$ cat src/rtl/spi_pkg.sv
// Shared constants and types for the SPI stream receiver.
// Mode bit positions, FSM state encoding and the default synchroniser depth.
package spi_pkg;

  localparam int CPOL_BIT = 1;
  localparam int CPHA_BIT = 0;
  localparam int SYNC_STAGES_DEFAULT = 2;

  typedef enum logic {
    IDLE   = 1'b0,
    ACTIVE = 1'b1
  } state_t;

endpackage

$ cat src/rtl/spi_rx_fifo.sv
// Show-ahead FIFO: a push is visible at the head the same edge; a pop advances the head on the accepting edge.
// A push into a full FIFO without a simultaneous pop is dropped; the caller flags the overflow.
module spi_rx_fifo #(
  parameter int DATA_W     = 16,
  parameter int FIFO_DEPTH = 4
) (
  input  logic                          clk,
  input  logic                          rst_n,
  input  logic                          push,
  input  logic [DATA_W-1:0]             push_dat,
  input  logic                          pop,
  output logic [DATA_W-1:0]             pop_dat,
  output logic                          full,
  output logic                          empty,
  output logic [$clog2(FIFO_DEPTH):0]   level
);

  localparam int AW = $clog2(FIFO_DEPTH);
  localparam logic [AW:0] FULL_CNT = (AW+1)'(FIFO_DEPTH);

  logic [DATA_W-1:0] mem_q [FIFO_DEPTH];
  logic [DATA_W-1:0] mem_d [FIFO_DEPTH];
  logic [AW-1:0]     wr_ptr_q, wr_ptr_d;
  logic [AW-1:0]     rd_ptr_q, rd_ptr_d;
  logic [AW:0]       cnt_q, cnt_d;
  logic              do_push, do_pop;

  assign empty   = (cnt_q == '0);
  assign full    = (cnt_q == FULL_CNT);
  assign level   = cnt_q;
  // Head is forced to zero when empty so stale storage never leaks after reset.
  assign pop_dat = empty ? '0 : mem_q[rd_ptr_q];
  assign do_pop  = pop & ~empty;
  assign do_push = push & (~full | do_pop);

  always_comb begin
    mem_d    = mem_q;
    wr_ptr_d = wr_ptr_q;
    rd_ptr_d = rd_ptr_q;
    cnt_d    = cnt_q;
    if (do_push) begin
      mem_d[wr_ptr_q] = push_dat;
      wr_ptr_d        = wr_ptr_q + 1'b1;
    end
    if (do_pop) begin
      rd_ptr_d = rd_ptr_q + 1'b1;
    end
    case ({do_push, do_pop})
      2'b10:   cnt_d = cnt_q + 1'b1;
      2'b01:   cnt_d = cnt_q - 1'b1;
      default: cnt_d = cnt_q;
    endcase
  end

  always_ff @(posedge clk or negedge rst_n) begin
    if (!rst_n) begin
      wr_ptr_q <= '0;
      rd_ptr_q <= '0;
      cnt_q    <= '0;
    end else begin
      wr_ptr_q <= wr_ptr_d;
      rd_ptr_q <= rd_ptr_d;
      cnt_q    <= cnt_d;
    end
  end

  always_ff @(posedge clk) begin
    mem_q <= mem_d;
  end

endmodule

$ cat src/rtl/spi_rx_stream.sv
// SPI slave receiver, all four modes: word pushed SYNC_STAGES+1 sys_clk edges after its last sample SCK edge.
// Words queue in a show-ahead FIFO drained by data_valid/data_ready; words arriving when full are dropped and flagged.
module spi_rx_stream
  import spi_pkg::*;
#(
  parameter int DATA_W      = 16,
  parameter int FIFO_DEPTH  = 4,
  parameter int SYNC_STAGES = SYNC_STAGES_DEFAULT,
  parameter int MSB_FIRST   = 1
) (
  input  logic                        sys_clk,
  input  logic                        rst_n,
  input  logic                        sck,
  input  logic                        cs,
  input  logic                        miso,
  input  logic [1:0]                  mode,
  output logic [DATA_W-1:0]           data,
  output logic                        data_valid,
  input  logic                        data_ready,
  output logic                        overflow,
  output logic                        frame_err,
  input  logic                        clr_err,
  output logic [$clog2(FIFO_DEPTH):0] level
);

  localparam int CW = $clog2(DATA_W + 1);
  localparam logic [CW-1:0] LAST_BIT = CW'(DATA_W - 1);

  logic [SYNC_STAGES-1:0] sck_sync_q, sck_sync_d;
  logic [SYNC_STAGES-1:0] cs_sync_q, cs_sync_d;
  logic [SYNC_STAGES-1:0] miso_sync_q, miso_sync_d;
  logic                   sck_q, sck_d;
  state_t                 state_q, state_d;
  logic [CW-1:0]          cnt_q, cnt_d;
  logic [DATA_W-1:0]      shreg_q, shreg_d, shreg_next;
  logic [1:0]             mode_q, mode_d;
  logic                   overflow_q, overflow_d;
  logic                   frame_err_q, frame_err_d;
  logic                   fresh_q, fresh_d;

  logic sck_s, cs_s, miso_s;
  logic sample, push, new_frame_err, new_overflow;
  logic fifo_full, fifo_empty, fifo_pop;

  assign sck_s  = sck_sync_q[SYNC_STAGES-1];
  assign cs_s   = cs_sync_q[SYNC_STAGES-1];
  assign miso_s = miso_sync_q[SYNC_STAGES-1];

  assign fifo_pop   = data_valid & data_ready;
  assign data_valid = ~fifo_empty;
  assign overflow   = overflow_q;
  assign frame_err  = frame_err_q;

  always_comb begin
    sck_sync_d  = {sck_sync_q[SYNC_STAGES-2:0], sck};
    cs_sync_d   = {cs_sync_q[SYNC_STAGES-2:0], cs};
    miso_sync_d = {miso_sync_q[SYNC_STAGES-2:0], miso};
    sck_d       = sck_s;
    state_d     = state_q;
    cnt_d       = cnt_q;
    shreg_d     = shreg_q;
    mode_d      = mode_q;
    fresh_d     = fresh_q & ~cs_s;
    push        = 1'b0;
    new_frame_err = 1'b0;

    // Rising edge samples when CPOL==CPHA, falling edge otherwise.
    sample = (mode_q[CPOL_BIT] ^ mode_q[CPHA_BIT]) ? (~sck_s & sck_q) : (sck_s & ~sck_q);
    shreg_next = (MSB_FIRST != 0) ? {shreg_q[DATA_W-2:0], miso_s}
                                  : {miso_s, shreg_q[DATA_W-1:1]};

    case (state_q)
      IDLE: begin
        if (!cs_s) begin
          state_d = ACTIVE;
          cnt_d   = '0;
          mode_d  = mode;
        end
      end
      ACTIVE: begin
        if (cs_s) begin
          state_d = IDLE;
          cnt_d   = '0;
          // A frame joined mid-way after reset is the host's to restart, not an error.
          new_frame_err = (cnt_q != '0) & ~fresh_q;
        end else if (sample) begin
          shreg_d = shreg_next;
          if (cnt_q == LAST_BIT) begin
            cnt_d = '0;
            push  = 1'b1;
          end else begin
            cnt_d = cnt_q + 1'b1;
          end
        end
      end
      default: state_d = IDLE;
    endcase

    new_overflow = push & fifo_full & ~fifo_pop;
    overflow_d   = (overflow_q & ~clr_err) | new_overflow;
    frame_err_d  = (frame_err_q & ~clr_err) | new_frame_err;
  end

  always_ff @(posedge sys_clk or negedge rst_n) begin
    if (!rst_n) begin
      sck_sync_q  <= '0;
      cs_sync_q   <= '0;
      miso_sync_q <= '0;
      sck_q       <= 1'b0;
      state_q     <= IDLE;
      cnt_q       <= '0;
      shreg_q     <= '0;
      mode_q      <= 2'b00;
      overflow_q  <= 1'b0;
      frame_err_q <= 1'b0;
      fresh_q     <= 1'b1;
    end else begin
      sck_sync_q  <= sck_sync_d;
      cs_sync_q   <= cs_sync_d;
      miso_sync_q <= miso_sync_d;
      sck_q       <= sck_d;
      state_q     <= state_d;
      cnt_q       <= cnt_d;
      shreg_q     <= shreg_d;
      mode_q      <= mode_d;
      overflow_q  <= overflow_d;
      frame_err_q <= frame_err_d;
      fresh_q     <= fresh_d;
    end
  end

  spi_rx_fifo #(
    .DATA_W     (DATA_W),
    .FIFO_DEPTH (FIFO_DEPTH)
  ) u_fifo (
    .clk      (sys_clk),
    .rst_n    (rst_n),
    .push     (push),
    .push_dat (shreg_next),
    .pop      (fifo_pop),
    .pop_dat  (data),
    .full     (fifo_full),
    .empty    (fifo_empty),
    .level    (level)
  );

endmodule

$ cat config.mk
export PLATFORM = sky130hd
export DESIGN_NAME = spi_rx_stream
export DESIGN_NICKNAME = d
export VERILOG_FILES = /design/src/rtl/spi_pkg.sv /design/src/rtl/spi_rx_fifo.sv /design/src/rtl/spi_rx_stream.sv
export SDC_FILE = /design/constraint.sdc
export NUM_CORES = 1
export LEC_CHECK = 0
export CAP_MARGIN = 15
export CORE_UTILIZATION = 35
export DETAILED_ROUTE_END_ITERATION = 8
export PLACE_DENSITY_LB_ADDON = 0.25
export SYNTH_ARGS = -nofsm -noshare
export SYNTH_HDL_FRONTEND = slang
export SYNTH_HIERARCHICAL = 1
export SYNTH_SLANG_ARGS = --single-unit
$ cat constraint.sdc
create_clock -name sys_clk -period 4.69 [get_ports sys_clk]
set_clock_uncertainty 0.15 [all_clocks]
set_input_delay 0.938 -clock sys_clk [delete_from_list [all_inputs] [get_ports sys_clk]]
set_output_delay 0.938 -clock sys_clk [all_outputs]
set_load 0.01 [all_outputs]
* Yosys cells after proc, flatten, opt, wreduce, memory -nomap -nowiden
Index checks and enable logic that the tools add are counted.
Cells by class: add/subtract/negate cells 5, multiply operators 0, divide/modulo/power cells 0, magnitude comparators 3, eq/ne operators 6, shift operators 0, mux-type cells 21, bitwise logic cells 26, reduce and logical (&&, ||, !) cells 7
Operators by type and width (number):
- bitwise mux 64 bit | 1
- 2-to-1 mux 16 bit | 4
- binary-select mux 16 bit (select 2 bit) | 1
- demux 16 bit (select 2 bit) | 1
- 2-to-1 mux 5 bit | 4
- AND 1 bit | 11
- one-hot mux 5 bit (2 select lines) | 1
- NOT 1 bit | 9
- 2-to-1 mux 1 bit | 8
- greater-or-equal comparator 3 bit, second input constant | 2
- NOT 2 -> 3 bit | 2
- one-hot mux 3 bit (2 select lines) | 1
- adder 5 x 1 -> 5 bit, second input constant | 1
- equality test 5 x 4 -> 1 bit, second input constant | 1
- nonzero test 5 bit | 1
- adder 2 x 1 -> 2 bit, second input constant | 2
- AND reduction 2 bit | 2
- adder 3 x 1 -> 3 bit, second input constant | 1
- equality test 3 bit, second input constant | 1
- zero test 3 bit | 1
- < comparator 3 x 1 -> 1 bit, second input constant | 1
- inequality test 3 x 2 -> 1 bit, second input constant | 1
- OR 1 bit | 3
- AND reduction 3 bit | 1
- other kinds (7) | 7
Storage, ports and cells: register bits after elaboration 104, bits in latches 0, bits in writable memories 0, memory bits (read-only) 0, output and inout bits 22, word-level logic and storage cells 86, memories kept 0

* Logic depth before layout (Yosys ltp)
Gate-level depths: netlist (run 1).
word-level depth 9, depth in mapped cells 11, depth with buffers taken out 11

* Cells and area by module
Netlist (run 1), hierarchy kept.
Modules (own cells, without submodules):
- spi_rx_fifo | instances 1, cells each 140, area each 2854.0 um2
- spi_rx_stream | instances 1, cells each 96, area each 1347.5 um2

* Worst setup path before layout (run 1)
Ideal clock, no wire load.
kind flip-flop to flip-flop, start point register u_fifo.cnt_q[0] (netlist: u_fifo/level[0]), end point register u_fifo.cnt_q[2] (netlist: u_fifo/level[2]), setup time 0.079 ns, arrival 2.473 ns, data required time 4.461 ns, path slack 1.987 ns, cell stages (with the launch flop) 12, cells stage by stage dfrtp_1 nor3_2 buf_2 nor2b_1 o21a_4 inv_1 ha_1 inv_1 fa_1 xor2_1 nor2_1 xor2_1
On the way: cells in the longest elaborated chain, start to end 8, elaborated cells between the ends (all ways) 14, classes of those cells add/sub: 2; eq/ne: 3; mux: 1; bitwise: 6; reduce/logical: 2
RTL lines:
- start, declared | line spi_rx_fifo.sv:25 | logic [AW:0] cnt_q, cnt_d;
- start signal, assigned | line spi_rx_fifo.sv:63 | cnt_q <= cnt_d;
- zero test 3 bit * | line spi_rx_fifo.sv:28 | assign empty = (cnt_q == '0);
- via fifo_empty | line spi_rx_stream.sv:43 | logic fifo_full, fifo_empty, fifo_pop;
- NOT 1 bit * | line spi_rx_stream.sv:50 | assign data_valid = ~fifo_empty;
- AND 1 bit * | line spi_rx_stream.sv:49 | assign fifo_pop = data_valid & data_ready;
- via fifo_pop | line spi_rx_stream.sv:43
- AND 1 bit * | line spi_rx_fifo.sv:33 | assign do_pop = pop & ~empty;
- OR 1 bit | line spi_rx_fifo.sv:34 | assign do_push = push & (~full | do_pop);
- AND 1 bit | line spi_rx_fifo.sv:34
- equality test 2 x 1 -> 1 bit or equality test 2 bit (tied branches) | line spi_rx_fifo.sv:48 | case ({do_push, do_pop})
- one-hot mux 3 bit (2 select lines) or nonzero test 2 bit (tied branches)
The timed path passes the listed nets; every way through them passes the cells marked *. A chain may end at the register's enable or synchronous reset.

* Worst setup path in the final report (run 1)
start point register u_fifo.rd_ptr_q[0], end point output data[7]
On the way: cells in the longest elaborated chain, start to end 5
RTL lines:
- start, declared | line spi_rx_fifo.sv:24 | logic [AW-1:0] rd_ptr_q, rd_ptr_d;
- start signal, assigned | line spi_rx_fifo.sv:62 | rd_ptr_q <= rd_ptr_d;
- NOT 2 -> 3 bit (not written as such) | line spi_rx_fifo.sv:32 | assign pop_dat = empty ? '0 : mem_q[rd_ptr_q];
- binary-select mux 16 bit (select 2 bit) | line spi_rx_fifo.sv:32
- 2-to-1 mux 16 bit (not written as such) (2 in series) | line spi_rx_fifo.sv:32
- 2-to-1 mux 16 bit | line spi_rx_fifo.sv:32
- end, declared | line spi_rx_stream.sv:17 | output logic [DATA_W-1:0] data,
No other way between the ends. The select of a mux whose other input is x is not followed.

==> out/metrics.yaml, run 1 <==
start_kind: "register"
syn_avg_cell_area_um2: 17.8
min_period_ns: 3.45
critPathMaxFanout: 15
hold_buffers: 0
p_leak_uw: 0.00187
ys_async_sr_fraction_pct: 38.5
die_w_um: 112
cp_top_family: "buffers and inverters"
worstSkewPairLatency_ns: 0.34
finalCritPeriodShare_pct: 73.7
status: "finished, violations left"
num_io_pins: 31
antenna_cells_inserted: 0
path_cells: "buf_4, mux4_2, nor2b_1, clkdlybuf4s50_1"
netlist_area_um2: 4200
clk_pin_slew_worst_paths_ns: 0.07
drive_gt1_share_pct: 21.2
synth_edf_count: 64
finish.utilization_pct: 42.6
synth-seq-area-share_pct: 69.6
final_net_count: 290
grtUsageTotal_pct: 12.1
synth.distinct_cells: 38
crit_type: "reg2out"
seq_area_um2: 2920
cts_tree: "yes"
power_density_nw_per_um2: 498
grt_overflow: 0
syn_nets: 253
grt_pass1_wl_mm: 11.4
dr.pass1.iters: 6
drtIter0Drc: 134
core_um2: 11600
dieArea_um2: 12400
end_kind: "output port"
initial_core_util_pct: 36.3
hpwl_mm: 4.28
clock-root-buffer: "clkbuf_16"
arrival_ns: 2.37
tightest_slew_ns: 0.917
drv_slew: 0
drt_drc_violations_left: 6
report.power.total_uw: 2450
grt_setup_unrepaired: "no"
dp_cells: 405
wl_per_cell_um: 16.2
syn_to_final_growth_pct: 17.2
cts_made_buffers: 9
multi_input_area_um2: 1180
synth_top_area_share_pct: 45.7
max_slew_margin_pct: 38.9
die_y_um: 112
rows: 39
grt_max_degree: 41
worst_path_max_delay_cell: "mux4_2"
htreeDepth: 3
viasPerCell: 4.78
syn_inst: 236
finalSetupTns_ns: 0
maxCapViolations: 0
cts_resized: 0
routed_wl_mm: 6.82
grt_pass1_vias: 2172
worstPathRequired_ns: 3.60
synth-seq-cells: 104
final_cell_count_no_fill: 421
holdCritPathClass: "reg2reg"
setup_viol: 0
hold_viol_final: 0
gp_congestion: 0.654
antenna_found_initial: 0
fmax_mhz: 289
slowest_delay_ns: 0.54
cts_buffer_depth: 2
ir_drop_uv: 179
cts_setup_buffers: 0
port_buffers: 30
ant_nets: 0
rrSetupSlack_ns: 1.55
crit_buf_inv: 2
yosys.area.top_type: "edfxtp_1"
yosys_most_used_dff: "edfxtp_1"
fillers: 1026
violations: "DRC"
yosys_warnings: 6
synth_area_leaders: "edfxtp_1 46%, dfrtp_1 23%, mux4_2 8.6%, mux2_2 4.6%, nor2b_1 3.4%"
clock-sinks: 104
vias: 2011
cell usage after synthesis, drive strengths merged (3+ instances only):
cell	count
edfxtp	64
mux2	18
nand3	3
nand2	5
nor2	3
buf	6
inv	15
nor2b	23
xnor2	3
dfrtp	39
xor2	4
mux2i	4
and2	4
ha	7
mux4	16
state kept, by name, indices dropped and copies added (netlist names), 3 cells and up:
register	flops
u_fifo/mem_q	64
u_fifo/level	3
shreg_q	15
cnt_q	5
path summary, 6_finish.rpt:
| kind | start | end | depth (start not counted) |
|---|---|---|---|
| worst min-delay path | cs_sync_q[0] | cs_sync_q[1] | 0 |
| worst max register to register | mode_q[0] | u_fifo/level[2] | 11 |
| min in group asynchronous | rst_n | sck_sync_q[0] | 1 |
| worst min register to register | cs_sync_q[0] | cs_sync_q[1] | 0 |
| max in group asynchronous | rst_n | shreg_q[13] | 1 |
| worst max-delay path | u_fifo/rd_ptr_q[0] | data[7] | 4 |
layout by cell type (no fill, tap or decap), drive strengths merged, types with 5 or more instances in the layout:
master,n
clkbuf,10
clkdlybuf4s50,29
dfrtp,39
edfxtp,64
ha,7
inv,17
mux2,18
mux4,16
nand2,5
nor2b,23
metrics by stage:
stage | setup slack, ns | hold WS (ns) | area [um^2]
floorplan | 1.99 | 0.181 | 4200
global placement | 1.43 | 0.182 | 4650
detailed placement | 1.38 | 0.185 | 4650
CTS | 1.18 | 0.200 | 4930
global route | 1.07 | 0.214 | 4930
finish | 1.24 | 0.200 | 4930
area by class of cell:
type                            count  area share, %
Clock buffer                       10           4.65
Clock inverter                      6           1.04
Inverter                           15           1.14
Multi-Input combinational cell    111           23.9
Sequential cell                   104           59.4
Tap cell                          143           3.63
Timing Repair Buffer               32           6.30
cell families after synthesis:
| kind of cell | after synthesis | share of synthesized area [%] |
|---|---|---|
| flip-flops | 104 | 69.6 |
| AND/OR/NAND/NOR | 47 | 7.00 |
| multiplexers | 38 | 14.7 |
| buffers and inverters | 21 | 2.41 |
| AO/OA/AOI/OAI | 11 | 2.05 |
| adder cells (fa/ha/maj) | 8 | 2.56 |
| XOR/XNOR | 7 | 1.64 |
per-layer routing:
layer  wire [um]  global-route usage (%)
met5           0                       0
met4          77                    3.24
met3         175                    2.99
met2        3560                    21.6
met1        3010                    14.7
report_power, final:
part	internal, uW	switching (uW)
Clock	368	326
Combinational	364	242
Sequential	1050	104
Power figures use the tool's default switching activity.
==> run 2, diff against run 1 <==
Clock period 4.69 ns to 2.85 ns, I/O delays scaled along.
==> run 2 against run 1 <==
  * The run still ends with DRC left
  * Critical path type unchanged
  * Largest power group unchanged
  * Global-route usage rose by 0.32 points
  * Highest routed layer unchanged
  * Critical path depth did not move
  * Largest cell class unchanged
  * Via count rose by 1.2%
  * Combinational power rose by 68%
==> out/metrics.yaml, run 2 (synthesized netlist as in run 1, its figures left out) <==
reg_top3: "u_fifo/mem_q (64), shreg_q (15), cnt_q (5)"  # unchanged
num_io_pins: 31  # unchanged
drv_slew: 0  # unchanged
finalCritPeriodShare_pct: 93.4
syn_to_final_growth_pct: 20.9  # was 17.2%
status: "finished, violations left"  # unchanged
worstPathRequired_ns: 2.13  # was 3.60 ns
crit_type: "reg2out"  # unchanged
initial_core_util_pct: 36.3  # unchanged
die_y_um: 112  # unchanged
grt_pass1_wl_mm: 11.5  # was 11.4 mm
place_ws_ns: -0.0326  # was 1.38 ns
met1_usage_pct: 15.3  # was 14.7%
htreeDepth: 3  # unchanged
grtUsageMet3_pct: 3.97  # was 2.99%
rows: 39  # unchanged
setup_viol: 0  # unchanged
max_slew_margin_pct: 37.8  # was 38.9%
drtIter0Drc: 70  # was 134
min_period_ns: 2.66
use_met2_pct: 20.8  # was 21.6%
grt_setup_unrepaired: "no"  # unchanged
top_register: "u_fifo/mem_q"  # unchanged
violations: "DRC"  # unchanged
antenna_cells_inserted: 0  # unchanged
hpwl_mm: 4.16  # was 4.28 mm
antenna_found_initial: 0  # unchanged
dieArea_um2: 12400  # unchanged
dr.pass1.iters: 9  # was 6
p_leak_uw: 0.00198  # was 0.00187 uW
critPathMaxFanout: 16  # was 15
wl_per_cell_um: 15.5  # was 16.2 um
start_kind: "register"  # unchanged
cts_tree: "yes"  # unchanged
busiest_layer: "met2"  # unchanged
cts_buffer_depth: 2  # unchanged
grtUsageTotal_pct: 12.5  # was 12.1%
end_kind: "output port"  # unchanged
arrival_ns: 1.94  # was 2.37 ns
final_common_cell: "edfxtp_1"  # unchanged
clk_pin_slew_worst_paths_ns: 0.07  # about the same
clock-root-buffer: "clkbuf_16"  # unchanged
worstSkewPairLatency_ns: 0.34  # about the same
drt_drc_violations_left: 6  # unchanged
holdCritPathClass: "reg2reg"  # unchanged
maxCapViolations: 0  # unchanged
viasPerCell: 4.72  # was 4.78
fillers: 988  # was 1026
ant_nets: 0  # unchanged
clock-sinks: 104  # unchanged
grt_overflow: 0  # unchanged
fin_ws_ns: 0.188  # was 1.24 ns
routed_wl_mm: 6.70  # was 6.82 mm
finish.utilization_pct: 43.9  # was 42.6%
layout_common_cells: "64 x edfxtp_1, 39 x dfrtp_1, 23 x nor2b_1"  # was 64 x edfxtp_1, 39 x dfrtp_1, 29 x clkdlybuf4s50_1
ir_drop_uv: 291  # was 179 uV
tightest_slew_ns: 0.933  # was 0.917 ns
largest_register_ffs: 64  # unchanged
die_w_um: 112  # unchanged
drive_gt1_share_pct: 24.0  # was 21.2%
fmax_mhz: 376
core_um2: 11600  # unchanged
final_net_count: 300  # was 290
gp_congestion: 0.629  # was 0.654
grt_pass1_vias: 2150  # was 2172
grt_max_degree: 41  # unchanged
hold_viol_final: 0  # unchanged
cts_setup_buffers: 0  # unchanged
power_density_nw_per_um2: 812  # was 498 nW/um^2
vias: 2035  # was 2011
cts_made_buffers: 9  # unchanged
port_buffers: 30  # unchanged
## run 2: layout make-up
type	count	area (um^2)	share of cell area, %
clock inverter	6	86.3	1.70
tap	143	179	3.52
inverter	15	56.3	1.11
multi-input combinational	111	1180	23.2
timing repair buffer	42	428	8.43
sequential	104	2920	57.6
clock buffer	10	229	4.51
## run 2: worst max-delay path, stage by stage (launching register included)
cell and delay (ns):
dfrtp_1 0.43, buf_12 0.22, mux4_2 0.53, nor2b_1 0.14, dlygate4sd2_1 0.28
## run 2: worst paths after layout
| check | end | slack, ns | startpoint | cells past startpoint |
|---|---|---|---|---|
| worst max-delay path | data[6] | 0.19 | u_fifo/rd_ptr_q[0] | 4 |
| worst min-delay path | miso_sync_q[1] | 0.20 | miso_sync_q[0] | 0 |
| worst max register to register | u_fifo/level[2] | 0.24 | mode_q[0] | 12 |
| worst min register to register | miso_sync_q[1] | 0.20 | miso_sync_q[0] | 0 |
| max in group asynchronous | shreg_q[7] | 1.75 | rst_n | 1 |
| min in group asynchronous | mode_q[0] | 0.22 | rst_n | 1 |
## run 2: layer usage
metal	routed length (um)	share of wire [%]	up-vias
li1	-	-	974
met1	2950	44	1015
met2	3450	51	41
met3	245	3.7	5
met4	60	0.90	0
met5	0	0	-
## run 2: stage by stage
step,hold slack (ns),cells,TNS (ns),cell area [um^2],power (uW)
after floorplan,0.124,236,0,4200,2510
after global placement,0.186,415,0,4780,2990
after detailed placement,0.185,415,-0.0326,4780,3010
after CTS,0.205,431,0,5080,4200
after global routing,0.209,431,0,5080,4340
final,0.202,431,0,5080,4120
## run 2: timing repair
item | 4_1_cts | 5_1_grt
endpoints found under the setup margin | 16 | 0
gates resized for setup | 16 | 0
hold buffers | 0 | 0
## run 2: report_power, final
group | switching (uW) | internal (uW)
clock network | 566 | 706
registers | 108 | 1730
logic | 455 | 560
total | 1130 | 2990
